--- config.mk ---
export PLATFORM = sky130hd
export DESIGN_NAME = trap_filter_cfg
export DESIGN_NICKNAME = d
export VERILOG_FILES = /design/src/rtl/package_settings.sv /design/src/rtl/trap_filter_pkg.sv /design/src/rtl/trap_delay_line.sv /design/src/rtl/trap_filter_cfg.sv
export SDC_FILE = /design/constraint.sdc
export NUM_CORES = 2
export LEC_CHECK = 0
export CAP_MARGIN = 5
export CORE_UTILIZATION = 62
export DETAILED_ROUTE_END_ITERATION = 6
export PLACE_DENSITY_LB_ADDON = 0.3
export SYNTH_ARGS = -nofsm -noshare
export SYNTH_HDL_FRONTEND = slang
export SYNTH_HIERARCHICAL = 1
export SYNTH_SLANG_ARGS = --single-unit
--- constraint.sdc ---
create_clock -name clk -period 9 [get_ports clk]
set_input_delay 1.8 -clock clk [delete_from_list [all_inputs] [get_ports clk]]
set_output_delay 1.8 -clock clk [all_outputs]
set_load 0.02 [all_outputs]
--- src/rtl/package_settings.sv ---
// Project-wide data widths shared by the ADC front end and the filter chain.
package package_settings;
  localparam int SIZE_ADC_DATA    = 14;
  localparam int SIZE_FILTER_DATA = 16;
endpackage

--- src/rtl/trap_filter_pkg.sv ---
// Trapezoidal filter constants, reset defaults and fill-state encoding.
package trap_filter_pkg;
  localparam int MAX_DEPTH = 64;
  localparam int ACC_GUARD = 16;
  localparam int DEF_K     = 4;
  localparam int DEF_L     = 8;
  localparam int DEF_M     = 16;
  localparam int DEF_SHIFT = 4;
  localparam int PIPE_LAT  = 6;

  typedef enum logic {
    FILL = 1'b0,
    RUN  = 1'b1
  } fill_state_t;
endpackage

--- src/rtl/trap_delay_line.sv ---
// Circular sample buffer with taps at k, l and k+l behind the incoming sample;
// taps reaching past the samples written since the last clear read as zero.
module trap_delay_line #(
  parameter int DEPTH = 64,
  parameter int WIDTH = 14,
  parameter int CW    = $clog2(DEPTH + 1)
) (
  input  logic                    clk,
  input  logic                    reset,
  input  logic                    clear,
  input  logic                    wr_en,
  input  logic signed [WIDTH-1:0] wr_data,
  input  logic        [CW-1:0]    k,
  input  logic        [CW-1:0]    l,
  output logic signed [WIDTH-1:0] tap_k,
  output logic signed [WIDTH-1:0] tap_l,
  output logic signed [WIDTH-1:0] tap_kl
);
  localparam int PW = (DEPTH > 1) ? $clog2(DEPTH) : 1;
  localparam int SW = CW + 1;

  logic [WIDTH-1:0] mem [DEPTH];
  logic [PW-1:0]    wptr;
  logic [CW-1:0]    count;
  logic [SW-1:0]    off_k;
  logic [SW-1:0]    off_l;
  logic [SW-1:0]    off_kl;

  // Offset DEPTH lands on wptr itself, read before this cycle's write.
  function automatic logic [PW-1:0] rd_idx(input logic [PW-1:0] p, input logic [SW-1:0] off);
    logic [SW-1:0] t;
    t = SW'(p) + SW'(DEPTH) - off;
    if (t >= SW'(DEPTH)) t = t - SW'(DEPTH);
    return PW'(t);
  endfunction

  always_comb begin
    off_k  = SW'(k);
    off_l  = SW'(l);
    off_kl = off_k + off_l;
    tap_k  = (!clear && off_k  <= SW'(count)) ? mem[rd_idx(wptr, off_k)]  : '0;
    tap_l  = (!clear && off_l  <= SW'(count)) ? mem[rd_idx(wptr, off_l)]  : '0;
    tap_kl = (!clear && off_kl <= SW'(count)) ? mem[rd_idx(wptr, off_kl)] : '0;
  end

  always_ff @(posedge clk) begin
    if (wr_en) mem[wptr] <= wr_data;
  end

  always_ff @(posedge clk or negedge reset) begin
    if (!reset) begin
      wptr  <= '0;
      count <= '0;
    end else begin
      if (wr_en) wptr <= (wptr == PW'(DEPTH - 1)) ? '0 : wptr + PW'(1);
      if (clear)
        count <= wr_en ? CW'(1) : '0;
      else if (wr_en && count != CW'(DEPTH))
        count <= count + CW'(1);
    end
  end
endmodule

--- src/rtl/trap_filter_cfg.sv ---
// Runtime-configurable trapezoidal shaper with pole-zero correction,
// six-stage pipeline, saturated output and FILL/RUN tracking of the delay line.
module trap_filter_cfg
  import package_settings::*;
  import trap_filter_pkg::fill_state_t;
  import trap_filter_pkg::FILL;
  import trap_filter_pkg::RUN;
#(
  parameter int MAX_DEPTH = trap_filter_pkg::MAX_DEPTH,
  parameter int ACC_GUARD = trap_filter_pkg::ACC_GUARD,
  parameter int DEF_K     = trap_filter_pkg::DEF_K,
  parameter int DEF_L     = trap_filter_pkg::DEF_L,
  parameter int DEF_M     = trap_filter_pkg::DEF_M,
  parameter int DEF_SHIFT = trap_filter_pkg::DEF_SHIFT
) (
  input  logic                               clk,
  input  logic                               reset,
  input  logic                               in_valid,
  input  logic signed [SIZE_ADC_DATA-1:0]    input_data,
  input  logic                               cfg_load,
  input  logic [$clog2(MAX_DEPTH+1)-1:0]     cfg_k,
  input  logic [$clog2(MAX_DEPTH+1)-1:0]     cfg_l,
  input  logic [15:0]                        cfg_m,
  input  logic [4:0]                         cfg_shift,
  output logic                               cfg_err,
  output logic                               filling,
  output logic                               out_valid,
  output logic signed [SIZE_FILTER_DATA-1:0] output_data,
  output logic                               sat_flag
);
  localparam int CW    = $clog2(MAX_DEPTH + 1);
  localparam int SW    = CW + 1;
  localparam int ACC_W = SIZE_ADC_DATA + ACC_GUARD;
  localparam logic signed [ACC_W-1:0] OUT_MAX = ACC_W'(2 ** (SIZE_FILTER_DATA - 1) - 1);
  localparam logic signed [ACC_W-1:0] OUT_MIN = ACC_W'(-(2 ** (SIZE_FILTER_DATA - 1)));

  logic [CW-1:0] k_r, l_r;
  logic [15:0]   m_r;
  logic [4:0]    shift_r;

  logic [SW-1:0] cfg_sum, kl_sum;
  logic          cfg_fields_ok, cfg_ok;

  fill_state_t   state_q, state_d;
  logic [CW-1:0] fill_cnt, fill_d;

  logic signed [SIZE_ADC_DATA-1:0] tap_k, tap_l, tap_kl;
  logic signed [ACC_W-1:0] x_ext, tk_ext, tl_ext, tkl_ext, m_ext;
  logic signed [ACC_W-1:0] d1, d2, d, p, md, r, s, shifted;
  logic                    v1, v2, v3, v4, v5;
  logic                    sat_hi, sat_lo;
  logic signed [SIZE_FILTER_DATA-1:0] y;

  always_comb begin
    cfg_sum       = SW'(cfg_k) + SW'(cfg_l);
    cfg_fields_ok = (cfg_k != '0) && (cfg_l != '0) && (cfg_sum <= SW'(MAX_DEPTH));
    cfg_ok        = cfg_load && cfg_fields_ok;
    kl_sum        = SW'(k_r) + SW'(l_r);
  end

  trap_delay_line #(
    .DEPTH (MAX_DEPTH),
    .WIDTH (SIZE_ADC_DATA),
    .CW    (CW)
  ) u_delay (
    .clk     (clk),
    .reset   (reset),
    .clear   (cfg_ok),
    .wr_en   (in_valid),
    .wr_data (input_data),
    .k       (k_r),
    .l       (l_r),
    .tap_k   (tap_k),
    .tap_l   (tap_l),
    .tap_kl  (tap_kl)
  );

  always_comb begin
    x_ext   = ACC_W'(input_data);
    tk_ext  = ACC_W'(tap_k);
    tl_ext  = ACC_W'(tap_l);
    tkl_ext = ACC_W'(tap_kl);
    m_ext   = ACC_W'($signed({1'b0, m_r}));
    shifted = s >>> shift_r;
    sat_hi  = shifted > OUT_MAX;
    sat_lo  = shifted < OUT_MIN;
    y       = shifted[SIZE_FILTER_DATA-1:0];
    if (sat_hi) y = SIZE_FILTER_DATA'(OUT_MAX);
    if (sat_lo) y = SIZE_FILTER_DATA'(OUT_MIN);
  end

  always_ff @(posedge clk or negedge reset) begin
    if (!reset) begin
      k_r     <= CW'(DEF_K);
      l_r     <= CW'(DEF_L);
      m_r     <= 16'(DEF_M);
      shift_r <= 5'(DEF_SHIFT);
      cfg_err <= 1'b0;
    end else begin
      cfg_err <= cfg_load && !cfg_fields_ok;
      if (cfg_ok) begin
        k_r     <= cfg_k;
        l_r     <= cfg_l;
        m_r     <= cfg_m;
        shift_r <= cfg_shift;
      end
    end
  end

  // A sample arriving with an accepted cfg_load enters stage 1 (taps masked by
  // the clear) while everything downstream is flushed.
  always_ff @(posedge clk or negedge reset) begin
    if (!reset) begin
      {v1, v2, v3, v4, v5} <= '0;
      d1          <= '0;
      d2          <= '0;
      d           <= '0;
      p           <= '0;
      md          <= '0;
      r           <= '0;
      s           <= '0;
      out_valid   <= 1'b0;
      output_data <= '0;
      sat_flag    <= 1'b0;
    end else begin
      v1 <= in_valid;
      if (in_valid) begin
        d1 <= x_ext - tk_ext;
        d2 <= tl_ext - tkl_ext;
      end
      if (cfg_ok) begin
        {v2, v3, v4, v5} <= '0;
        out_valid        <= 1'b0;
        p                <= '0;
        s                <= '0;
      end else begin
        v2        <= v1;
        v3        <= v2;
        v4        <= v3;
        v5        <= v4;
        out_valid <= v5;
        if (v1) d <= d1 - d2;
        if (v2) begin
          p  <= p + d;
          md <= m_ext * d;
        end
        if (v3) r <= p + md;
        if (v4) s <= s + r;
        if (v5) begin
          output_data <= y;
          sat_flag    <= sat_hi || sat_lo;
        end
      end
    end
  end

  always_ff @(posedge clk or negedge reset) begin
    if (!reset) begin
      state_q  <= FILL;
      fill_cnt <= '0;
    end else begin
      state_q  <= state_d;
      fill_cnt <= fill_d;
    end
  end

  always_comb begin
    state_d = state_q;
    fill_d  = fill_cnt;
    if (cfg_ok) begin
      state_d = FILL;
      fill_d  = in_valid ? CW'(1) : '0;
    end else if (state_q == FILL && in_valid) begin
      fill_d = fill_cnt + CW'(1);
      if (SW'(fill_d) >= kl_sum) state_d = RUN;
    end
  end

  assign filling = (state_q == FILL);
endmodule

==> reports/qor.csv <==
metric;value;unit
fin crit period;7.36;ns
hold-critical path endpoint;output_data[3];
largest net degree at the start of global routing;170;
ys async rst share;22.5;%
Setup TNS;0;ns
Clock transition at path regs;0.06;ns
crit path capture type;flip-flop;
FP Rows;131;
wire per inst;31.0;um
f_max;136;MHz
post-CTS resize count;0;
CP dominant cell by count;o21ai_0;
Mapped Avg Cell Area;12.9;um^2
critical path required time;9.65;ns
io pins;73;
Final nets;6812;
Post-DP Area;82600;um^2
part of the Yosys area used for sequential elements;42.0;%
hold path startpoint;output_data[3];
setup repair bufs after CTS;0;
Startpoint Class;primary input;
critical path peak fanout;13;
initial antenna violation count;11;
Syn-to-layout area delta;8.61;%
TritonCTS clock tree;done;
most common cell after layout, fill and taps aside;edfxtp_1;
Post-synth top flop;edfxtp_1;
Final Max Slew Viols;0;
slowest cell on the critical path;a211oi_1;
count of final hold-check violations;0;
htree depth;3;
Crit Path Class;in -> reg;
count of cell types in the netlist;89;
final core utilization;67.8;%
GPL Wtd Cong;1.07;
Post-synth EDFFs;896;
Max clock buf depth;3;
CTS Buf Count;119;
commonest non-fill, non-tap cells in the layout;edfxtp_1 (896), nand2_1 (718), mux4_2 (690);
All-Layer GR Usage;38.4;%
Sink Count;1156;
r2r startpoint;u_delay/wptr[0];
DRC;0;
Final Setup Violations;0;
Worst R2R Setup Slack;1.70;ns
Via density;7.00;
Skew-Pair Late Insertion Delay;0.78;ns
grt total ovfl;0;
Critical Path Max Stage Delay;0.58;ns
post-synth net total;6813;
Yosys top cell by area;edfxtp_1;
initial core utilization;62.4;%
Slew @ Worst Pin;1.21;ns
synthesized instance count;6196;
drt first pass iters;6;
top-area cell type share of the netlist area;33.8;%
cts hold-fix bufs;0;
port bufs;72;
Hold Path Stages;2;
design area;86500;um^2
CP Data Arrival Time;8.01;ns
routed vias;55800;
Final Cycle Share;81.8;%
Core Box Area;128000;um^2
clk root buf;clkbuf_16;
first-pass GRT wire length;365000;um
final antenna-violating net count;0;
r2r endpoint;d1[14];
Post-Syn Area;79600;um^2
top post-synthesis cells by area;edfxtp_1 (34%), mux4_2 (20%), dfrtp_1 (8.0%);
synthesis-stage register bit count;1156;
MaxCap Viol Count;0;
Die ar.;130000;um^2
yosys warns;6;
Clock Skew;0.0612;ns
Min-Delay Path Class;reg -> reg;
final WL;246000;um
status;complete, no violations;
Hold WS;0.480;ns
RSZ-0062 raised after global routing;false;
layout cell share with drive strength beyond 1;21.7;%
r2r worst-path depth;20;
1st-iter DRT viols;6874;
number of global-route vias before repair;56200;
dpl hpwl;169000;um
Die X;360;um
slew margin rel.;18.5;%
Die Height;360;um
[synth_stat cells, types with 16 or more instances]
library cell,n
a211oi_1,32
ha_1,276
o21a_1,39
o211ai_1,75
and2_1,176
o22ai_1,75
or3_1,48
buf_2,129
mux2i_1,122
nand4_1,41
fa_1,288
o21bai_1,18
edfxtp_1,896
buf_1,16
nor2_1,259
a21o_1,61
mux2_2,230
clkbuf_1,223
mux4_2,690
dfrtp_1,256
xor2_1,63
nor3_1,45
nand2b_1,35
inv_1,476
a21oi_1,157
nand3_1,170
nand2_1,718
nor2b_1,39
xnor2_1,124
o21ai_0,182
[how the worst max path moves through the flow]
stage | endpoint | cells past startpoint | slack (ns) | from
2_1_floorplan | d2[13] | 23 | 1.74 | cfg_k[1]
3_3_place_gp | d2[13] | 25 | 0.97 | cfg_k[0]
3_5_place_dp | d2[13] | 25 | 0.97 | cfg_l[0]
4_1_cts | d2[13] | 25 | 1.75 | cfg_l[0]
5_1_grt | d2[13] | 25 | 1.14 | cfg_k[0]
6_report | d2[13] | 25 | 1.64 | cfg_l[0]
[kinds of logic after synthesis]
kind of cell               synth area share (%)
AOI/OAI and AO/OA                          6.27
xor gates and xnor gates                   2.08
adders and majority gates                  11.6
buffers and inverters                      4.39
DFF                                        42.0
muxes                                      24.4
and+or+nand+nor                            9.32
[flip-flops by register name, summed over array words and instances, names as in the netlist, 15 cells and up]
register,count
m_r,16
u_delay/mem,896
output_data,16
d2,15
r,30
md,30
d,30
d1,15
p,30
s,30
[worst max-delay path, delay by kind of cell]
family | cells | cell delay [ns]
compound gates | 13 | 3.27
simple gates | 5 | 1.12
buf+inv | 4 | 0.86
fa+ha+maj | 3 | 0.92
[through the flow]
step | worst slack [ns] | cells
after global placement | 0.971 | 7736
after floorplan | 1.74 | 6196
final | 1.64 | 7962
after global routing | 1.14 | 7959
after detailed placement | 0.971 | 7736
after CTS | 1.75 | 7959
[routing by layer]
metal	part of all wire (%)	vias up	wire length (um)	track usage [%]
met2	47	3636	116000	60.9
li1	-	23200	-	-
met3	12	849	29300	10.3
met1	34	28100	82900	47.5
met4	7.3	12	17900	23.2
met5	0.029	-	71	0
[final cells by class]
class | count | area (um^2)
clock buffers | 146 | 3190
inverters | 480 | 1800
repair buffers | 260 | 2360
well taps | 1662 | 2080
multi-input cells | 4178 | 42900
clock inverters | 77 | 703
flip-flops and latches | 1156 | 33400
diodes | 3 | 7.51
fillers | 8815 | 41000
Power is not shown: default switching activity piles up to over one toggle a cycle in this logic, so the estimate is an artifact.
